**src/rtl/spram_arbiter_pkg.sv**
```systemverilog
// Shared types and default widths for the single-port RAM arbiter.
// Holds the read-path FSM encoding used by spram_port_arbiter.
package spram_arbiter_pkg;

  localparam int DEF_ADDR_WIDTH = 14;
  localparam int DEF_DATA_WIDTH = 16;
  localparam int DEF_MASK_WIDTH = 4;

  // Read path: idle, RAM read driven, RAM data captured, response waiting.
  typedef enum logic [1:0] {
    IDLE       = 2'd0,
    RD_ISSUE   = 2'd1,
    RD_CAPTURE = 2'd2,
    RESP_HOLD  = 2'd3
  } rd_state_e;

endpackage

```
**src/rtl/rr_arbiter2.sv**
```systemverilog
// Two-way write/read grant with round-robin tie-break and optional write priority.
// Grants are combinational; the last-grant flag moves only on an accepted request.
module rr_arbiter2 #(
  parameter int WRITE_PRIORITY = 0
) (
  input  logic clk,
  input  logic reset,
  input  logic wr_valid,
  input  logic rd_valid,
  input  logic rd_eligible,
  output logic wr_grant,
  output logic rd_grant
);

  logic last_rd;
  logic wr_wins_tie;

  // With both or neither requesting, the tie winner holds the single ready.
  always_comb begin
    // NOTE: every output gets a default before the branches, so no path leaves a latch.
    wr_grant    = 1'b0;
    rd_grant    = 1'b0;
    wr_wins_tie = (WRITE_PRIORITY != 0) ? 1'b1 : last_rd;
    if (!reset) begin
      wr_grant = 1'b0;
    end else if (!rd_eligible) begin
      wr_grant = 1'b1;
    end else if (wr_valid != rd_valid) begin
      wr_grant = wr_valid;
      rd_grant = rd_valid;
    end else begin
      wr_grant = wr_wins_tie;
      rd_grant = !wr_wins_tie;
    end
  end

  always_ff @(posedge clk or negedge reset) begin
    if (!reset) begin
      last_rd <= 1'b1;
    end else if (wr_grant && wr_valid) begin
      last_rd <= 1'b0;
    end else if (rd_grant && rd_valid) begin
      last_rd <= 1'b1;
    end
  end

endmodule

```
**src/rtl/spram_port_arbiter.sv**
```systemverilog
// Shares one single-port RAM between a write channel and a read channel
// with a held read-response register; one RAM operation per cycle.
module spram_port_arbiter
  import spram_arbiter_pkg::*;
#(
  parameter int ADDR_WIDTH     = DEF_ADDR_WIDTH,
  parameter int DATA_WIDTH     = DEF_DATA_WIDTH,
  parameter int MASK_WIDTH     = DEF_MASK_WIDTH,
  parameter int WRITE_PRIORITY = 0
) (
  input  logic                  clk,
  input  logic                  reset,
  input  logic                  wr_valid,
  output logic                  wr_ready,
  input  logic [ADDR_WIDTH-1:0] wr_addr,
  input  logic [DATA_WIDTH-1:0] wr_data,
  input  logic [MASK_WIDTH-1:0] wr_mask,
  input  logic                  rd_valid,
  output logic                  rd_ready,
  input  logic [ADDR_WIDTH-1:0] rd_addr,
  output logic                  rd_resp_valid,
  input  logic                  rd_resp_ready,
  output logic [DATA_WIDTH-1:0] rd_resp_data,
  output logic                  ram_cs,
  output logic                  ram_write,
  output logic [ADDR_WIDTH-1:0] ram_addr,
  output logic [DATA_WIDTH-1:0] ram_wdata,
  output logic [MASK_WIDTH-1:0] ram_mask,
  input  logic [DATA_WIDTH-1:0] ram_rdata
);

  rd_state_e state;
  logic      rd_eligible;
  logic      wr_acc;
  logic      rd_acc;

  // A new read may start as the held response leaves in the same cycle.
  assign rd_eligible = (state == IDLE) || ((state == RESP_HOLD) && rd_resp_ready);
  assign wr_acc      = wr_valid && wr_ready;
  assign rd_acc      = rd_valid && rd_ready;

  rr_arbiter2 #(
    .WRITE_PRIORITY(WRITE_PRIORITY)
  ) u_arb (
    .clk        (clk),
    .reset      (reset),
    .wr_valid   (wr_valid),
    .rd_valid   (rd_valid),
    .rd_eligible(rd_eligible),
    .wr_grant   (wr_ready),
    .rd_grant   (rd_ready)
  );

  always_ff @(posedge clk or negedge reset) begin
    // NOTE: sequential state uses nonblocking assignment so every flop samples pre-edge values.
    if (!reset) begin
      ram_cs    <= 1'b0;
      ram_write <= 1'b0;
      ram_addr  <= '0;
      ram_wdata <= '0;
      ram_mask  <= '0;
    end else begin
      ram_cs    <= wr_acc || rd_acc;
      ram_write <= wr_acc;
      if (wr_acc) begin
        ram_addr  <= wr_addr;
        ram_wdata <= wr_data;
        ram_mask  <= wr_mask;
      end else if (rd_acc) begin
        ram_addr <= rd_addr;
        ram_mask <= '0;
      end
    end
  end

  // RAM data is valid the cycle after RD_ISSUE, so it is captured in RD_CAPTURE.
  always_ff @(posedge clk or negedge reset) begin
    if (!reset) begin
      state         <= IDLE;
      rd_resp_valid <= 1'b0;
      rd_resp_data  <= '0;
    end else begin
      case (state)
        IDLE: begin
          if (rd_acc) state <= RD_ISSUE;
        end
        RD_ISSUE: begin
          state <= RD_CAPTURE;
        end
        RD_CAPTURE: begin
          state         <= RESP_HOLD;
          rd_resp_valid <= 1'b1;
          rd_resp_data  <= ram_rdata;
        end
        RESP_HOLD: begin
          if (rd_resp_ready) begin
            rd_resp_valid <= 1'b0;
            state         <= rd_acc ? RD_ISSUE : IDLE;
          end
        end
        default: state <= IDLE;
      endcase
    end
  end

endmodule

```
**config.mk**
```make
export PLATFORM = sky130hd
export DESIGN_NAME = spram_port_arbiter
export DESIGN_NICKNAME = d
export VERILOG_FILES = /design/src/rtl/spram_arbiter_pkg.sv /design/src/rtl/rr_arbiter2.sv /design/src/rtl/spram_port_arbiter.sv
export SDC_FILE = /design/constraint.sdc
export NUM_CORES = 1
export LEC_CHECK = 0
export CAP_MARGIN = 20
export CORE_ASPECT_RATIO = 1.25
export CORE_MARGIN = 2
export CORE_UTILIZATION = 39
export CTS_CLUSTER_SIZE = 25
export DETAILED_ROUTE_END_ITERATION = 8
export GPL_TIMING_DRIVEN = 0
export PLACE_DENSITY = 0.8
export SKIP_LAST_GASP = 1
export SLEW_MARGIN = 10
export SYNTH_ARGS = -nofsm -noshare
export SYNTH_HDL_FRONTEND = slang
export SYNTH_HIERARCHICAL = 1
export SYNTH_SLANG_ARGS = --single-unit
```
**constraint.sdc**
```tcl
create_clock -name clk -period 2.3 [get_ports clk]
set_input_delay 0.345 -clock clk [delete_from_list [all_inputs] [get_ports clk]]
set_output_delay 0.345 -clock clk [all_outputs]
set_load 0.005 [all_outputs]
```
# == After elaboration in Yosys (flattened, before gate mapping) ==
# Index checks and enable logic that the tools add are counted.
# word_totals
ff_bits,56
inputBits,69
out_inout_bits,55
elab_cells,44
# classes
n_eq_ne,6
muxes,18
reduce_logical,11
# ops
operator,n
14-bit two-way mux,2
1-bit two-way mux,10
4-bit two-way mux,2
2-bit one-hot mux with 4 select lines,1
"2-bit == test, second input constant",2
2-bit two-way mux,2
"2-bit != test, second input constant",2
2-bit AND reduction,2
2-bit nonzero test,2
1-bit logical AND,3
"2-bit by 1-bit == test with 1-bit output, second input constant",1
2-bit zero test,1
1-bit logical OR,2
1-bit one-hot mux with 2 select lines,1
1-bit zero test,1
1-bit != test,1

# == Depth between registers and ports, before layout ==
# Gate-level depths: netlist of run 1.
# depth
depth_word,9
depth_mapped,10

# == Cells and area by module ==
# Netlist of run 1, hierarchy kept.
# modules_own_cells
module,n_inst,cells_per_inst,area_per_inst_um2,seq_area_each_um2
spram_port_arbiter,1,163,2317.2,1376.3
rr_arbiter2,1,9,72.6,26.3

# == Least setup slack after synthesis of run 1 ==
# Ideal clock, no wire load.
# synth_path
path_type,register to register
startpoint,register state[0]
endpoint,register ram_wdata[0]
arrival_ns,1.816
required_time_ns,2.175
path_slack_ns,0.359
stages_incl_launch_ff,10
path_buffers,2
synth_period_minus_slack_ns,1.941
path_cell_list,dfrtp_1 -> inv_1 -> ha_1 -> a21o_1 -> inv_1 -> o21a_1 -> and2_4 -> buf_6 -> buf_6 -> mux2_4
# synth_via
elab_chain_cells,6
word_cells_on_any_way,7
classes_between,1 x eq/ne; 2 x mux; 4 x reduce/logical
# synth_rtl
element,line_no,rtl
from (decl),spram_port_arbiter.sv:32,rd_state_e state;
from (signal assigned),spram_port_arbiter.sv:98,state <= rd_acc ? RD_ISSUE : IDLE;
2-bit == test,spram_port_arbiter.sv:38,assign rd_eligible = (state == IDLE) || ((state == RESP_HOLD) && rd_resp_ready);
1-bit logical AND,spram_port_arbiter.sv:38,
1-bit logical OR (*),spram_port_arbiter.sv:38,
net rd_eligible,spram_port_arbiter.sv:33,logic rd_eligible;
1-bit two-way mux (*),rr_arbiter2.sv:26,end else if (!rd_eligible) begin
1-bit two-way mux (*),rr_arbiter2.sv:24,if (!reset) begin
net wr_ready,spram_port_arbiter.sv:14,"output logic wr_ready,"
1-bit logical AND (*),spram_port_arbiter.sv:39,assign wr_acc = wr_valid && wr_ready;
to (signal assigned),spram_port_arbiter.sv:67,ram_wdata <= wr_data;
to (decl),spram_port_arbiter.sv:27,"output logic [DATA_WIDTH-1:0] ram_wdata,"
# Mark *: on every way through the listed nets, which the timed path passes. The rest lies on a longest branch.
# A chain may end at the register's enable or synchronous reset.

# == Worst setup path in the final report of run 1 ==
# layout_path
startpoint,register state[1]
endpoint,output port wr_ready
# layout_via
elab_chain_cells,5
word_cells_on_any_way,6
classes_between,1 x eq/ne; 2 x mux; 3 x reduce/logical
# layout_rtl
element,line_no
2-bit == test,spram_port_arbiter.sv:38
1-bit logical AND,spram_port_arbiter.sv:38
1-bit logical OR (*),spram_port_arbiter.sv:38
net rd_eligible,spram_port_arbiter.sv:33
1-bit two-way mux (*),rr_arbiter2.sv:26
1-bit two-way mux (*),rr_arbiter2.sv:24
to (decl),spram_port_arbiter.sv:14
# Marked as above.

==> results.md, run 1 <==
- Max cap viols: 0
- Maximum clock path buffer count: 2
- Root Driver: clkbuf_8
- Row count: 31
- Inst Count DP: roughly 380
- RSZ-0062 raised after global routing: no
- Area delta synth->final: 62.67%
- DP HPWL: approximately 4.2 mm
- Final setup margin: 0.1312 ns
- Worst-Skew Late Latency: about 0.30 ns
- Number of port buffers: approximately 120
- Final slew viol count: 0
- Clock power frac: between 10% and 20%
- Start of the worst register-to-register path: state[1]$_DFFE_PN0P_
- Fmax achieved: 461.1 MHz
- CP Capture Type: output pin
- Final Setup Violations: 0
- Multi-input logic area: ~900 um2
- Mapped Cells: 172
- Antenna violations before repair: 0
- Num CTS Buffers: 5
- Worst R2R End: ram_wdata[10]$_DFFE_PN0P_
- Die Y: 91.52 um
- Comb pwr share: 48.2%
- Critical path origin: state[1]$_DFFE_PN0P_
- Vias in the first global route: 1829
- Die X: ~74 um
- Num ports: about 120
- VDD IR max: 0.5783 mV
- Yosys cell types: 29
- Crit-path cells: inv_1 -> ha_2 -> a21o_1 -> buf_4 -> inv_1 -> o21a_1 -> dlygate4sd2_1
- DP Worst Slack: -0.1977 ns
- Router iterations before antenna repair: 4
- PD cells: 1153 mW/mm2
- Largest net degree at the start of global routing: 61
- Die Footprint: approximately 0.0068 mm2
- Worst R2R Setup Slack: ~0.16 ns
- Fin Hold WS: around 0.074 ns
- TNS Setup: 0 ns
- CP peak stage delay: between 0.4 and 0.5 ns
- Max-Slew Margin vs Limit: between 50% and 60%
- GRT overflow: 0
- TritonCTS Sinks: 56
- Worst Tran Pin Value: approximately 0.73 ns
- Cell mode on critical path: inv_1
- Routed wire per std cell: between 10 and 15 um
- Drc violations: 0
- Worst path slowest cell: dfrtp_1
- Worst Reg-to-Reg Cells: 10
- H-tree Lvls: 2
- Register area: around 0.0014 mm2
- Antenna fix cells: 0
- Final hold vios: 0
- Layout cells sized above 1: 18.77%
- Worst hold path class: in -> async
- Post-Syn Nets: roughly 250
- Core area: 0.005857 mm2
- Worst Setup Start Kind: flop
- DRT iter0 DRCs: 42
- Overall routing resource usage: about 17%
- P_leak: 1.687 nW
- YS warnings: 6
- FILL cells: approximately 460
- Req. time, crit path: ~2 ns
- Most common cell after layout, fill and taps aside: clkdlybuf4s50_1
- Switching part of the total power: 28.23%
- Fin Clk Skew: about 0.0043 ns
- Post-DR vias/cell: about 4.7
- CTS tree: done
- Via count: between 1.5k and 2k
- Fin crit share: around 94%
- Most frequent cells in the layout: 119 x clkdlybuf4s50_1, 55 x dfrtp_1, 17 x nand2_1
- Seq cells post-synth: 56
- Total Nets Final: ~380
- Critical Setup Path Class: reg -> out
- GPL Wtd Cong: 0.7326
- First-pass GRT wire length: 8.811 mm
- Final cell count without fillers: roughly 390
- Worst-path maximum fanout: 5
- Status: completed
- Pint: roughly 3.2 mW
- Cts hold-fix bufs: 0
- DRT Wirelength: between 5 and 6 mm
- Worst path arrival time: 1.82 ns
- Reg power frac: a little under two fifths
- Sw power: about 1.3 mW
- Initial Util: between 40% and 50%
- Sequential area share after synthesis: 58.69%
- Final min period: between 2 and 2.5 ns
- Mapped cell area: about 0.0024 mm2
- Synth Area per Inst: 13.89 um2
- Clock transition at the registers of the reported paths: ~0.09 ns
- Final ANT Viol Nets: 0
per-stage QoR:
stage | total power [mW] | util [%] | area (um2)
after floorplan | 2.598 | - | 2390
after global placement | 3.753 | 63.58 | 3724
after detailed placement | 3.817 | 63.53 | 3721
after CTS | 4.492 | 65.73 | 3850
after global routing | 4.785 | 66.37 | 3887
final | 4.484 | 66.37 | 3887
power groups by stage:
stage	Combinational (mW)	Sequential (mW)	Clock, mW
floorplan	0.857	1.74	0
global placement	2.06	1.69	0
detailed placement	2.10	1.72	0
CTS	2.14	1.70	0.651
global route	2.34	1.76	0.682
finish	2.16	1.70	0.627
area by class of cell:
type	instances	share of cell area (%)
clock inverter	2	0.9012
clock buffer	6	1.867
multi-input combinational	102	23.21
sequential	56	36.08
inverter	5	0.4828
tap	82	2.639
buffer	9	1.963
timing repair buffer	129	32.86
logic make-up (layout without fill, tap and decap cells):
logic type / Yosys count / in the layout / synth area share [%]
AND/OR/NAND/NOR: 21 / 21 / 3.717
buffers and inverters: 14 / 151 / 3.979
AO/OA/AOI/OAI: 28 / 28 / 7.486
multiplexers: 48 / 48 / 23.56
flip-flops: 56 / 56 / 58.69
adder cells (fa/ha/maj): 5 / 5 / 2.565
what timing repair did:
item | CTS | global route
resized for setup | 3 | 4
setup endpoints to repair | 2 | 1
setup buffers | 2 | 4
hold endpoints to repair | 0 | 0
pin swaps | 1 | 1
worst max-delay path, delay by kind of cell (launching register included):
family / cells / cell delay (ns)
compound gates: 2 / 0.34
fa+ha+maj: 1 / 0.21
buf+inv: 4 / 0.53
flops: 1 / 0.43
sequential cells by signal, summed over array words and instances, names as in the netlist:
signal         flops
ram_addr          14
ram_cs             1
ram_mask           4
ram_wdata         16
ram_write          1
rd_resp_data      16
rd_resp_valid      1
state              2
u_arb/last_rd      1
cell usage after synthesis, drive strengths merged:
library cell	number	share of area, %
o21ai	16	3.4
buf	9	3.2
ha	4	2.1
o21a	1	0.31
a22oi	1	0.52
mux2i	15	6.3
mux2	33	17
a31oi	2	0.52
a21o	1	0.31
a31o	1	0.37
nor2	1	0.16
dfrtp	55	58
nor2b	1	0.26
dfstp	1	1.1
a21oi	1	0.21
nand2	17	2.7
maj3	1	0.47
inv	5	0.79
a221o	1	0.42
nor4	1	0.26
a22o	4	1.5
and2	1	0.37
worst max path at each step:
stage / to / cells past startpoint
after floorplan: ram_wdata[0]$_DFFE_PN0P_ / 9
after global placement: rd_ready / 4
after detailed placement: rd_ready / 5
after CTS: rd_ready / 6
after global routing: ram_addr[6]$_DFFE_PN0P_ / 11
final: wr_ready / 7
per-layer routing:
metal / share of wire, % / global-route usage [%]
met3: 5.7 / 3.663
met1: 40 / 20.92
met5: 0 / 0
met4: 1.8 / 5.303
met2: 52 / 28.20
Power figures use the tool's default switching activity.
==> inputs of run 2 (changes only) <==
--- a/config.mk
+++ b/config.mk
@@ -14,7 +14,6 @@
 export GPL_TIMING_DRIVEN = 0
 export PLACE_DENSITY = 0.8
 export SKIP_LAST_GASP = 1
-export SLEW_MARGIN = 10
 export SYNTH_ARGS = -nofsm -noshare
 export SYNTH_HDL_FRONTEND = slang
 export SYNTH_HIERARCHICAL = 1
==> run 2 against run 1 <==
  * Sequential share of layout area fell by 0.10 points
  * Core utilization rose by 0.19 points
  * Largest cell class unchanged
  * Maximum frequency is 2.8% higher
  * Via count decreased by 1.5%
  * Combinational power barely moved
  * Critical endpoint unchanged
  * Die area did not move
  * Design area rose by 0.29%
  * Power fell by 1.8%
  * First-iteration DRC count rose by 26%
==> results.md, run 2 (synthesized netlist as in run 1, its figures left out) <==
- Status: completed (unchanged)
- GRT overflow: 0 (unchanged)
- Antenna fix cells: 0 (unchanged)
- Final slew viol count: 0 (unchanged)
- Routed wire per std cell: 14.09 um (was 14.44 um)
- Final ANT Viol Nets: 0 (unchanged)
- Number of port buffers: 123 (unchanged)
- Post-DP Area: 0.003739 mm2 (was 0.003721 mm2)
- Switching part of the total power: 28.22% (was 28.23%)
- Clock transition at the registers of the reported paths: 0.09 ns (about the same)
- Worst hold path class: in -> async (unchanged)
- Num CTS Buffers: 5 (unchanged)
- Maximum clock path buffer count: 2 (unchanged)
- Core area: 0.005857 mm2 (unchanged)
- Final setup margin: 0.1895 ns (was 0.1312 ns)
- Top delay family on crit path: buffers and inverters (unchanged)
- Biggest regs: ram_wdata (16), rd_resp_data (16), ram_addr (14) (unchanged)
- GPL Wtd Cong: 0.7326 (unchanged)
- Row count: 31 (unchanged)
- Layout cells sized above 1: 19.55% (was 18.77%)
- Root Driver: clkbuf_8 (unchanged)
- Router iterations before antenna repair: 4 (unchanged)
- Pint: 3.162 mW (was 3.218 mW)
- H-tree Lvls: 2 (unchanged)
- P_leak: 1.687 nW (about the same)
- CTS tree: done (unchanged)
- Initial Util: 40.80% (unchanged)
- DRT Wirelength: 5.552 mm (was 5.647 mm)
- Worst-Skew Late Latency: 0.30 ns (about the same)
- Critical Setup Path Class: reg -> out (unchanged)
- Sw power: 1.243 mW (was 1.266 mW)
- Total Nets Final: 384 (was 381)
- Area delta synth->final: 63.14% (was 62.67%)
- Drc violations: 0 (unchanged)
- DP Worst Slack: -0.1920 ns (was -0.1977 ns)
- Die Footprint: 0.006774 mm2 (unchanged)
- Worst Setup Start Kind: flop (unchanged)
- Post-DR vias/cell: 4.635 (was 4.739)
- Most frequent cells in the layout: 119 x clkdlybuf4s50_1, 55 x dfrtp_1, 17 x nand2_1 (unchanged)
- Reg power frac: 38.4% (was 37.8%)
- DP HPWL: 4.270 mm (was 4.204 mm)
- Overall routing resource usage: 16.59% (was 16.73%)
- Most common cell after layout, fill and taps aside: clkdlybuf4s50_1 (unchanged)
- CP peak stage delay: 0.43 ns (about the same)
- CP Capture Type: output pin (unchanged)
- Inst Count DP: 378 (was 377)
- Die Y: 91.52 um (unchanged)
- First-pass GRT wire length: 8.673 mm (was 8.811 mm)
- Fin area: 0.003899 mm2 (was 0.003887 mm2)
- Crit-path cells: inv_2 -> ha_2 -> a21o_1 -> buf_4 -> inv_1 -> o21a_1 -> dlygate4sd2_1 (was inv_1 -> ha_2 -> a21o_1 -> buf_4 -> inv_1 -> o21a_1 -> dlygate4sd2_1)
- Final cell count without fillers: 394 (was 391)
- Req. time, crit path: 1.96 ns (about the same)
- Cts hold-fix bufs: 0 (unchanged)
- PD cells: 1130 mW/mm2 (was 1153 mW/mm2)
- DRT iter0 DRCs: 53 (was 42)
- Layout Utilization: 66.57% (was 66.37%)
- Fin Clk Skew: 0.004310 ns (was 0.004288 ns)
- Fin crit share: 91.76% (was 94.29%)
- Worst-path maximum fanout: 4 (was 5)
- TritonCTS Sinks: 56 (unchanged)
- Final hold vios: 0 (unchanged)
- VDD IR max: 0.6270 mV (was 0.5783 mV)
- Largest net degree at the start of global routing: 33 (was 61)
- Worst Tran Pin Value: 0.6910 ns (was 0.7255 ns)
- Comb pwr share: 49.4% (was 48.2%)
- Max-Slew Margin vs Limit: 53.93% (was 51.64%)
- Final Setup Violations: 0 (unchanged)
- CP Buf/Inv Count: 4 (unchanged)
- Antenna violations before repair: 0 (unchanged)
- TNS Setup: 0 ns (unchanged)
- Fmax achieved: 473.8 MHz (was 461.1 MHz)
- Max cap viols: 0 (unchanged)
- Vias in the first global route: 1810 (was 1829)
- Via count: 1826 (was 1853)
- RSZ-0062 raised after global routing: no (unchanged)
- Num ports: 124 (unchanged)
- Final min period: 2.110 ns (was 2.169 ns)
- Worst path slowest cell: dfrtp_1 (unchanged)
- Worst path arrival time: 1.77 ns (was 1.82 ns)
- Clock power frac: 12.2% (was 14.0%)
- Die X: 74.02 um (unchanged)
-- run 2: cell count changes in the layout (fill, tap and decap cells not counted), sizes merged --
cell          previous run  this run
buf                     16        19
clkbuf                   6         8
bufinv                   1         0
clkinv                   1         0
dlygate4sd2              1         2
dlymetal6s2s             2         1
-- run 2: worst paths after layout --
check	slack, ns	endpoint	start	cells after the start
worst max register to register	0.19	ram_wdata[13]$_DFFE_PN0P_	state[0]$_DFFE_PN0P_	10
worst max-delay path	0.19	wr_ready	state[0]$_DFFE_PN0P_	7
min in group clk	0.49	rd_resp_valid$_DFFE_PN0P_	rd_resp_valid$_DFFE_PN0P_	2
worst min-delay path	0.08	ram_wdata[4]$_DFFE_PN0P_	reset	1
max in group asynchronous	1.63	rd_resp_data[5]$_DFFE_PN0P_	reset	2
worst min register to register	0.49	rd_resp_valid$_DFFE_PN0P_	rd_resp_valid$_DFFE_PN0P_	2
-- run 2: routing by layer --
| layer | share of wire, % | up-vias | GRT usage (%) |
|---|---|---|---|
| li1 | - | 875 | - |
| met1 | 41 | 882 | 20.13 |
| met2 | 52 | 63 | 28.87 |
| met5 | 0 | - | 0 |
| met3 | 5.8 | 6 | 3.774 |
| met4 | 1.0 | 0 | 4.545 |
-- run 2: metrics by stage --
step / total power, mW / hold WS (ns)
after detailed placement: 3.817 / 0.4319
after CTS: 4.400 / 0.09743
after floorplan: 2.598 / 0.04941
final: 4.405 / 0.07912
after global routing: 4.722 / 0.1252
after global placement: 3.753 / 0.4690
-- run 2: timing repair --
| item | 4_1_cts | 5_1_grt |
|---|---|---|
| setup buffers | 3 | 5 |
| gates resized for setup | 4 | 4 |
| endpoints found under the setup margin | 2 | 1 |
| pin swaps | 1 | 1 |
-- run 2: area by class of cell --
cell class	count	area (um2)
Tap cell	82	102.6
Buffer	9	76.32
Clock buffer	8	90.09
Timing Repair Buffer	132	1306
Multi-Input combinational cell	102	902.1
Fill cell	457	1958
Inverter	5	18.77
Sequential cell	56	1403
-- run 2: power by group through the flow --
stage / Clock [mW] / Sequential (mW) / Combinational (mW)
final: 0.536 / 1.69 / 2.18
after global routing: 0.597 / 1.76 / 2.37
after CTS: 0.556 / 1.69 / 2.15
after detailed placement: 0 / 1.71 / 2.11
after global placement: 0 / 1.69 / 2.06
after floorplan: 0 / 1.74 / 0.857
==> inputs of run 3 (changes only) <==
--- a/config.mk
+++ b/config.mk
@@ -5,6 +5,7 @@
 export SDC_FILE = /design/constraint.sdc
 export NUM_CORES = 1
 export LEC_CHECK = 0
+export ABC_AREA = 0
 export CAP_MARGIN = 20
 export CORE_ASPECT_RATIO = 1.25
 export CORE_MARGIN = 2
==> results of run 3 <==
Final layout, timing and power as in run 2 (identical DEF).
==> RTL edit 1, RTL diff (flow settings as in run 3) <==
The package constant `DEF_DATA_WIDTH` goes from 16 to 12.
--- a/src/rtl/spram_arbiter_pkg.sv
+++ b/src/rtl/spram_arbiter_pkg.sv
@@ -5,3 +5,3 @@
   localparam int DEF_ADDR_WIDTH = 14;
-  localparam int DEF_DATA_WIDTH = 16;
+  localparam int DEF_DATA_WIDTH = 12;
   localparam int DEF_MASK_WIDTH = 4;
Ports: changed (resized ram_rdata, ram_wdata, rd_resp_data and wr_data); port bits go from 124 to 108. No check against the original RTL was run, so the function may have changed too.
==> RTL edit 1 against run 3 <==
Critical path depth is 3 lower. Total power is 10% lower. Wire length is 12% lower. Largest cell class unchanged. Sequential cell count is 8 lower. Critical path type is now primary input to output port. Register-to-register slack better by 0.11 ns. Area after synthesis is 12% lower. Setup slack worse by 0.11 ns. Die area is 12% lower. Final area is 12% lower. Count of clock-buffer cells in the layout is 3 lower. Clock skew is 0.0022 ns higher.
==> RTL edit 1: results (changes against run 3) <==
Critical Path AT=1.88 ns (+0.11 ns); DRT iter0 DRCs=54 (+1.9%); Post-Place Setup Slack=-0.136 ns (+0.0563 ns); Largest regs=ram_addr (14), ram_wdata (12), rd_resp_data (12); max incr delay on CP=0.52 ns (+0.09 ns); Max IR drop VDD=0.580 mV (-7.5%); routed wire length=4860 um (-12%); Final GP Congestion=0.736 (+0.44%); IO Port Bufs=107 (-13%); crit path to=rd_ready; dpl cells=325 (-14%); Worst-Margin Slew=0.675 ns (-0.0161 ns); end of the worst register-to-register path=ram_wdata[10]; CP max stage cell=clkdlybuf4s50_1; Clock Skews=0.00648 ns (+0.00217 ns); Min Hold Slack=0.0643 ns (-0.0148 ns); via count=1616 (-12%); Pint=2.82 mW (-11%); Area contributors post-synth=dfrtp_1 (56%), mux2_4 (7.9%), mux2i_1 (7.2%); area of placed instances=3260 um^2 (-13%); status=finished clean; Static Leak=1.47 nW (-13%); layout filler cell count=412 (-9.8%); met3 usage=5.29% (+1.5 points); number of vias per cell=4.80 (+3.5%); largest net degree at the start of global routing=34 (+3.0%); vias in the first global route=1742 (-3.8%); NumNets Final=339 (-12%); post_cts resized=3 (-1); worst reg2reg startpoint=state[1]; Synth Net Count=220 (-10%); sequential area share after synthesis=57.4% (-1.3 points); Netlist cell types=27 (-6.9%); R2R setup slack=0.30 ns (+0.11 ns); most frequent cells after synthesis=dfrtp_1 (47), nand2_1 (17), o21ai_1 (16); r2r worst-path depth=9 (-1); GRT Total Usage=17.1% (+0.49 points)
## RTL edit 1: cell types whose count changed in the layout (fill, tap and decap cells not counted), moves of 2 or more
cell	run 3	this run
buf_4	9	3
clkdlybuf4s50_1	119	105
dfrtp_1	55	47
mux2_2	16	12
mux2_1	6	2
clkbuf_1	2	0
## RTL edit 1: worst max-delay path: cells and delay by family
family | cells | cell delay (ns)
adders and majority gates | 1 | 0.37
buffers and inverters | 2 | 1.01
and+or+nand+nor | 1 | 0.15
## RTL edit 1: per-layer routing
metal	vias up	share of wire [%]	wire (um)
met5	-	0	0
met4	0	1.8	87
met3	7	7.3	356
met2	71	52	2510
met1	757	39	1900
li1	781	-	-
## RTL edit 1: final cells by class
cell class / instances / area [um^2] / share of cell area [%]
flip-flops and latches: 48 / 1200 / 35.1
well taps: 62 / 77.6 / 2.27
repair buffers: 112 / 1120 / 32.6
multi-input cells: 94 / 825 / 24.1
inverters: 5 / 18.8 / 0.548
clock buffers: 5 / 68.8 / 2.01
clock inverters: 3 / 46.3 / 1.35
plain buffers: 8 / 68.8 / 2.01
## RTL edit 1: cells by family after synthesis
group / Yosys count / synth area share (%)
flops: 48 / 57.4
mux: 40 / 22.6
compound gates: 28 / 8.54
simple gates: 21 / 4.36
buf+inv: 13 / 4.18
fa+ha+maj: 5 / 2.93
## RTL edit 1: power groups by stage
stage / clock [mW] / combinational [mW] / sequential, mW
6_report: 0.616 / 1.88 / 1.46
5_1_grt: 0.669 / 2.03 / 1.52
4_1_cts: 0.638 / 1.89 / 1.46
3_5_place_dp: 0 / 1.83 / 1.48
3_3_place_gp: 0 / 1.79 / 1.46
2_1_floorplan: 0 / 0.764 / 1.49
==> RTL edit 2, RTL diff (settings of run 3) <==
Made on the original files. Re-encode `rd_state_e` (4 states) as one-hot, 4 bits wide.
--- a/src/rtl/spram_arbiter_pkg.sv
+++ b/src/rtl/spram_arbiter_pkg.sv
@@ -9,7 +9,7 @@
   // Read path: idle, RAM read driven, RAM data captured, response waiting.
-  typedef enum logic [1:0] {
-    IDLE       = 2'd0,
-    RD_ISSUE   = 2'd1,
-    RD_CAPTURE = 2'd2,
-    RESP_HOLD  = 2'd3
+  typedef enum logic [3:0] {
+    IDLE       = 4'b0001,
+    RD_ISSUE   = 4'b0010,
+    RD_CAPTURE = 4'b0100,
+    RESP_HOLD  = 4'b1000
   } rd_state_e;
Function: same outputs for any inputs over 10 cycles, from zero or initial values and one cycle with reset low; not proved beyond that.
==> RTL edit 2 against run 3 <==
Die area up 0.74%. Sequential cell count up 2. Non-clock buffer count down 3. Wire length up 2.3%. Area after synthesis up 0.79%. Setup slack worse by 0.065 ns. Final area up 4.7%.
Power is not compared: it rests on default switching activity, and its combinational part moved more than twofold at a synthesized area within 25%.
==> RTL edit 2: results (changes against run 3) <==
Adder-Cell Fraction of Synth Area=0.468% (-2.1 points); Max IR drop VDD=about 0.54 mV; cts bufs inserted=9 (+4); NumNets Final=383 (-0.26%); Critical Path AT=2.38 ns (+0.61 ns); CP max FO=10 (+6); worst reg2reg startpoint=state[0]; drt first pass iters=4 (unchanged); WL/cell=14.1 um (-0.21%); CP max stage cell=dfstp_2; Final GP Congestion=0.672 (-8.2%); first-pass GRT wire length=9250 um (+6.6%); final cell count without fillers=404 (+2.5%); Worst slew margin=63.5% (+9.6 points); post-synthesis mux area share=22.2% (-1.4 points); max incr delay on CP=0.54 ns (+0.11 ns); vias in the first global route=1963 (+8.5%); Clk Latency, worst-skew pair=0.33 ns (+0.03 ns); most frequent cells after synthesis=dfrtp_1 (56), mux2_2 (23), nand2_1 (17); Clock transition at path regs=0.06 ns (-0.03 ns); DRT iter0 DRCs=83 (+57%); warnings from Yosys=6 (unchanged); Clock Skews=0.0107 ns (+0.00638 ns); Core Box Area=6090 um^2 (+3.9%); GRT Total Usage=17.8% (+1.2 points); Synth Area per Inst=13.8 um^2 (-0.94%); largest net degree at the start of global routing=41 (+24%); xor/xnor share of the synthesized area=0% (unchanged); sequential area share after synthesis=60.4% (+1.7 points); R2R setup slack=0.12 ns (-0.06 ns); Synth Net Count=244 (-0.41%); htree depth=3 (+1); area of placed instances=3760 um^2 (+0.64%); status=finished clean; Area contributors post-synth=dfrtp_1 (58%), mux2_2 (11%), mux2i_1 (5.8%); end of the worst register-to-register path=ram_wdata[9]; Min Hold Slack=0.00418 ns (-0.0749 ns); layout cells sized above 1=22.3% (+2.7 points); number of vias per cell=4.68 (+1.0%); Final HPWL DP=4070 um (-4.7%); Post-Place Setup Slack=-0.626 ns (-0.434 ns); number of diodes=0 (unchanged); post-synthesis compound-gate area fraction=7.12% (-0.37 points); Netlist cell types=33 (+14%); r2r worst-path depth=9 (-1)
[RTL edit 2: area by class of cell]
cell class	instances	area (um^2)
Buffer	9	67.6
Clock buffer	11	141
Clock inverter	5	125
Fill cell	489	2010
Inverter	3	11.3
Multi-Input combinational cell	104	893
Sequential cell	58	1450
Tap cell	85	106
Timing Repair Buffer	129	1280
[RTL edit 2: how the worst max path moves through the flow]
stage | from | to | slack [ns] | cells after the start
2_1_floorplan | state[0] | ram_wdata[0] | 0.08 | 9
5_1_grt | state[0] | ram_addr[4] | 0.02 | 10
4_1_cts | state[0] | ram_addr[4] | 0.08 | 8
6_report | state[0] | ram_wdata[9] | 0.12 | 9
3_5_place_dp | rd_resp_ready | ram_addr[4] | -0.63 | 8
3_3_place_gp | reset | ram_wdata[14] | -1.88 | 6
[RTL edit 2: timing repair]
item / in CTS / in global routing
endpoints found under the setup margin: 32 / 13
pin swaps: 1 / 0
setup buffers: 5 / 0
gates resized for setup: 5 / 8
hold buffers: 0 / 0
[RTL edit 2: power groups by stage]
stage               Clock, mW  Sequential [mW]  Combinational (mW)
global route             1.32             1.41                1.07
CTS                      1.28             1.38               0.999
finish                   1.25             1.38               0.987
floorplan                   0             1.41               0.286
global placement            0             1.38               0.959
detailed placement          0             1.39               0.980
[RTL edit 2: cells by family (layout without fill, tap and decap cells)]
group                      count (synthesis)  after routing
DFF                                       58             58
AOI/OAI and AO/OA                         27             27
muxes                                     46             46
adders and majority gates                  1              1
and+or+nand+nor                           30             30
buffers and inverters                     13            157
[RTL edit 2: routing by layer]
layer / up-vias / GRT usage [%] / wire length [um]
met5: - / 0 / 0
met4: 0 / 7.59 / 68
met3: 6 / 6.15 / 482
met2: 86 / 27.8 / 2790
met1: 898 / 22.2 / 2340
li1: 902 / - / -
